**src/rtl/clock_enable_sched.sv**
```systemverilog
// clock_enable_sched: two independent clock-enable channels (A, B) driven from
// one system clock. Each channel issues a one-cycle ce pulse every div+1
// cycles. Divisor updates arrive through a valid/ready port and take effect
// only at a period boundary, or on the next edge when the channel is paused.
module clock_enable_sched #(
  parameter int          CNT_W      = 8,
  parameter int unsigned DIV_A_INIT = 3,
  parameter int unsigned DIV_B_INIT = 1
) (
  input  logic             clk_in,
  input  logic             reset_n,
  input  logic             pause_a,
  input  logic             pause_b,
  input  logic             cfg_valid,
  input  logic             cfg_ch,
  input  logic [CNT_W-1:0] cfg_div,
  output logic             cfg_ready,
  output logic             ce_a,
  output logic             ce_b,
  output logic [1:0]       cfg_done,
  output logic             sync
);

  // Channel state, index 0 = A, index 1 = B
  logic [CNT_W-1:0] cnt      [2];
  logic [CNT_W-1:0] div      [2];
  logic [CNT_W-1:0] pend_div [2];
  logic [1:0]       pend;

  logic [CNT_W-1:0] cnt_nxt      [2];
  logic [CNT_W-1:0] div_nxt      [2];
  logic [CNT_W-1:0] pend_div_nxt [2];
  logic [1:0]       pend_nxt;
  logic [1:0]       ce_nxt;
  logic [1:0]       done_nxt;
  logic [1:0]       pause;

  assign pause = {pause_b, pause_a};

  // A channel with a stored update refuses a new one until it has applied it.
  assign cfg_ready = ~pend[cfg_ch];

  // Next-state logic: count/wrap, apply pending divisors, accept config.
  always_comb begin
    pend_nxt = pend;
    ce_nxt   = 2'b00;
    done_nxt = 2'b00;
    for (int i = 0; i < 2; i++) begin
      cnt_nxt[i]      = cnt[i];
      div_nxt[i]      = div[i];
      pend_div_nxt[i] = pend_div[i];
      if (pause[i]) begin
        // Frozen in phase; a pending divisor is applied right away.
        if (pend[i]) begin
          div_nxt[i]  = pend_div[i];
          cnt_nxt[i]  = '0;
          pend_nxt[i] = 1'b0;
          done_nxt[i] = 1'b1;
        end
      end else if (cnt[i] == div[i]) begin
        cnt_nxt[i] = '0;
        ce_nxt[i]  = 1'b1;
        // Period boundary: the only glitch-free point to switch divisor.
        if (pend[i]) begin
          div_nxt[i]  = pend_div[i];
          pend_nxt[i] = 1'b0;
          done_nxt[i] = 1'b1;
        end
      end else begin
        cnt_nxt[i] = cnt[i] + CNT_W'(1);
      end
    end
    // A transfer is only possible while pend[cfg_ch] is clear, so it never
    // collides with an apply on the same channel; it is stored, not applied.
    if (cfg_valid && cfg_ready) begin
      pend_nxt[cfg_ch]     = 1'b1;
      pend_div_nxt[cfg_ch] = cfg_div;
    end
  end

  // State and registered outputs, synchronous active-low reset.
  always_ff @(posedge clk_in) begin
    if (!reset_n) begin
      cnt[0]      <= '0;
      cnt[1]      <= '0;
      div[0]      <= CNT_W'(DIV_A_INIT);
      div[1]      <= CNT_W'(DIV_B_INIT);
      pend_div[0] <= '0;
      pend_div[1] <= '0;
      pend        <= 2'b00;
      ce_a        <= 1'b0;
      ce_b        <= 1'b0;
      cfg_done    <= 2'b00;
      sync        <= 1'b0;
    end else begin
      cnt[0]      <= cnt_nxt[0];
      cnt[1]      <= cnt_nxt[1];
      div[0]      <= div_nxt[0];
      div[1]      <= div_nxt[1];
      pend_div[0] <= pend_div_nxt[0];
      pend_div[1] <= pend_div_nxt[1];
      pend        <= pend_nxt;
      ce_a        <= ce_nxt[0];
      ce_b        <= ce_nxt[1];
      cfg_done    <= done_nxt;
      sync        <= ce_nxt[0] & ce_nxt[1];
    end
  end

endmodule

```
**config.mk**
```make
export PLATFORM = sky130hd
export DESIGN_NAME = clock_enable_sched
export DESIGN_NICKNAME = d
export VERILOG_FILES = /design/src/rtl/clock_enable_sched.sv
export SDC_FILE = /design/constraint.sdc
export NUM_CORES = 1
export LEC_CHECK = 0
export CELL_PAD_IN_SITES_DETAIL_PLACEMENT = 1
export CELL_PAD_IN_SITES_GLOBAL_PLACEMENT = 2
export CORE_UTILIZATION = 30
export DETAILED_ROUTE_END_ITERATION = 6
export PLACE_DENSITY_LB_ADDON = 0.1
export SETUP_SLACK_MARGIN = 0.1
export SLEW_MARGIN = 30
export SYNTH_ARGS = -nofsm -noshare
export SYNTH_HDL_FRONTEND = slang
export SYNTH_SLANG_ARGS = --single-unit
```
**constraint.sdc**
```tcl
create_clock -name clk_in -period 2.78 [get_ports clk_in]
set_input_delay 0.417 -clock clk_in [delete_from_list [all_inputs] [get_ports clk_in]]
set_output_delay 0.417 -clock clk_in [all_outputs]
set_load 0.05 [all_outputs]
```
==> impl_metrics.json <==
{
  "cts.htree.levels": 2,
  "drc": 0,
  "power.total_uw": 1660,
  "crit_chain": "clkdlybuf4s50_1 -> mux2i_1 -> clkdlybuf4s50_1",
  "die_w_um": 102,
  "crit_required_ns": 2.36,
  "yosys_register_bits": 55,
  "setup_violations": 0,
  "finClkSkew_ns": 0.00388,
  "coreArea_sq_um": 9770,
  "clock-sinks": 55,
  "report.final.slew_viol_count": 0,
  "cp_max_fo": 3,
  "hold_class": "input pin to register",
  "utilization_pct": 34.7,
  "numCtsBuffers": 5,
  "root_buffer": "clkbuf_8",
  "clock_latency_ns": 0.32,
  "drt-initial-drc-count": 104,
  "synth_top_family_by_area": "simple AND/OR/NAND/NOR gates",
  "post-cts-setup-buffer-count": 0,
  "synth_xor_area_share_pct": 4.64,
  "p_sw_uw": 553,
  "crit_type": "input pin to output pin",
  "antenna_found_initial": 0,
  "slowest_delay_ns": 0.82,
  "synth_nets": 360,
  "p_per_area_nw_per_um2": 488,
  "worstSetupStartpointType": "input pin",
  "synth_edf_count": 0,
  "yosys-mux-area-fraction_pct": 4.97,
  "clkPwrFrac_pct": 28.8,
  "synthSimpleGateAreaFrac_pct": 25.6,
  "leakagePower_uw": 0.00116,
  "port_buffers": 19,
  "synth_flop_cell": "dfxtp_1",
  "grt_pass1_wl_um": 14400,
  "clkTransAtPathRegs_ns": 0.11,
  "hpwl_um": 5790,
  "hold_ws_ns": 0.506,
  "synth-compound-area-share_pct": 22.7,
  "synth-adder-area-share_pct": 0.828,
  "die_h_um": 102,
  "drt-total-wl_um": 8830,
  "antennaDiodeCount": 0,
  "grt.total_usage_pct": 18.3,
  "crit_path_end_kind": "output pin",
  "async_flop_share_pct": 0,
  "worstPathArrival_ns": 1.95,
  "max_cap_violations": 0,
  "cts_buffer_depth": 2,
  "tightest_slew_ns": 0.574,
  "peakVddDrop_mv": 0.178,
  "row_count": 36,
  "final_hold_viol_count": 0,
  "fmax_ghz": 0.422,
  "outcome": "finished, final reports clean",
  "grt_pass1_vias": 2553,
  "syn_to_final_growth_pct": 12.3,
  "synthCells": 344,
  "ys_seq_area_share_pct": 36.4,
  "finalCritPeriodShare_pct": 85.2,
  "syn_avg_cell_area_sq_um": 8.79,
  "drive_gt1_share_pct": 7.65,
  "synth_cell_types": 41,
  "rsz0062_at_grt": "false",
  "start_util_pct": 30.9,
  "cpMostUsedCell": "clkdlybuf4s50_1",
  "setup_tns_ns": 0,
  "tritoncts": "yes",
  "antenna_left": 0,
  "maxSlewHeadroom_pct": 61.6,
  "ys_warn_count": 0,
  "avgRoutedWirePerCell_um": 18.2,
  "crit_slowest_cell": "clkdlybuf4s50_1",
  "grt_start_max_net_pins": 49,
  "p_comb_share_pct": 19.9,
  "firstDrtPassIters": 4,
  "period_needed_ns": 2.37,
  "nNetsFinal": 368,
  "dieArea_sq_um": 10500,
  "vias": 2613,
  "seqPwrFrac_pct": 51.2,
  "hold_buffers": 0,
  "viasPerCell": 5.38,
  "netlist_area_sq_um": 3020,
  "p_sw_share_pct": 33.4,
  "gr-total-overflow": 0,
  "cts-resized-gates": 0,
  "gp_congestion": 0.681,
  "cellInternalPower_uw": 1100,
  "ioPinCount": 20
}
[sequential cells by signal, indices dropped and copies added, names as in the netlist]
name,flops
pend,2
cfg_done,2
ce_a,1
pend_div,16
div,16
ce_b,1
cnt,16
sync,1
[layout make-up]
class	instances	area, sq um
inverter	5	18.8
multi-input combinational	258	1770
clock inverter	3	20.0
sequential	55	1100
clock buffer	5	68.8
timing repair buffer	27	245
tap	133	166
fill	1167	6380
[metrics by stage]
stage | instances | cell area, sq um | setup slack (ns)
after global placement | 478 | 3310 | 0.424
after floorplan | 344 | 3020 | 0.850
after detailed placement | 478 | 3310 | 0.426
final | 486 | 3390 | 0.413
after global routing | 486 | 3390 | 0.351
after CTS | 486 | 3390 | 0.410
[worst max-delay path, delay by kind of cell]
family / cells / cell delay, ns
multiplexers: 1 / 0.20
buffers and inverters: 2 / 1.34
[synth_stat cells (all sizes together), types with 2 or more instances]
library cell	n	share of area [%]
dfxtp	55	36
nand2	27	3.7
nand3	23	3.8
nor2	20	2.5
nor2b	20	4.1
xnor2	16	4.6
mux2i	15	5.0
a21boi	14	3.5
and3b	14	4.1
clkbuf	14	1.7
o2111ai	14	4.1
o211ai	14	3.5
a31oi	13	2.7
buf	12	2.5
nor3	11	1.8
o221ai	11	3.2
o21a	7	1.7
a21oi	6	0.99
and2	6	1.2
inv	5	0.62
and4	4	1.3
nand4	4	1.7
a32o	3	0.99
o211a	3	0.99
o21ai	3	0.50
ha	2	0.83
nor3b	2	0.50
nor4	2	0.41
[power groups by stage]
stage                     Combinational (uW)  Clock, uW  Sequential (uW)
final                                    330        478              849
after floorplan                          231          0              866
after CTS                                334        501              850
after detailed placement                 333          0              868
after global placement                   331          0              867
after global routing                     361        534              854
[cell usage in the layout (no fill, tap or decap), drive strengths merged, types with 6 or more instances in the layout]
master,synthesis,routed
mux2i,15,15
nor3,11,11
dfxtp,55,55
a21oi,6,6
a31oi,13,13
nand3,23,23
a21boi,14,14
and2,6,6
xnor2,16,16
o221ai,11,11
o2111ai,14,14
nor2,20,20
nor2b,20,20
buf,12,9
and3b,14,14
nand2,27,27
o21a,7,7
o211ai,14,14
clkdlybuf4s50,0,18
[kinds of logic after synthesis]
| logic type | after synthesis |
|---|---|
| AND/OR/NAND/NOR | 135 |
| adder cells (fa/ha/maj) | 2 |
| XOR/XNOR | 16 |
| flip-flops | 55 |
| AO/OA/AOI/OAI | 90 |
| buffers and inverters | 31 |
| multiplexers | 15 |
[worst paths after layout]
kind / startpoint / end / slack [ns] / depth (start not counted)
worst min register to register: pend_div[0][14]$_SDFFE_PN0P_ / div[0][14]$_SDFFE_PN0P_ / 0.53 / 2
worst min-delay path: reset_n / pend_div[0][8]$_SDFFE_PN0P_ / 0.51 / 2
worst max register to register: cnt[0][5]$_SDFFE_PN0P_ / pend[0]$_SDFF_PN0_ / 0.94 / 4
worst max-delay path: cfg_ch / cfg_ready / 0.41 / 3
[per-layer routing]
| metal | routed length [um] | vias up | share of wire (%) | track usage, % |
|---|---|---|---|---|
| li1 | - | 1296 | - | - |
| met1 | 4680 | 1283 | 53 | 27.4 |
| met2 | 3900 | 30 | 44 | 27.4 |
| met3 | 192 | 4 | 2.2 | 2.67 |
| met4 | 61 | 0 | 0.69 | 3.96 |
| met5 | 0 | - | 0 | 0 |
Power figures use the tool's default switching activity.
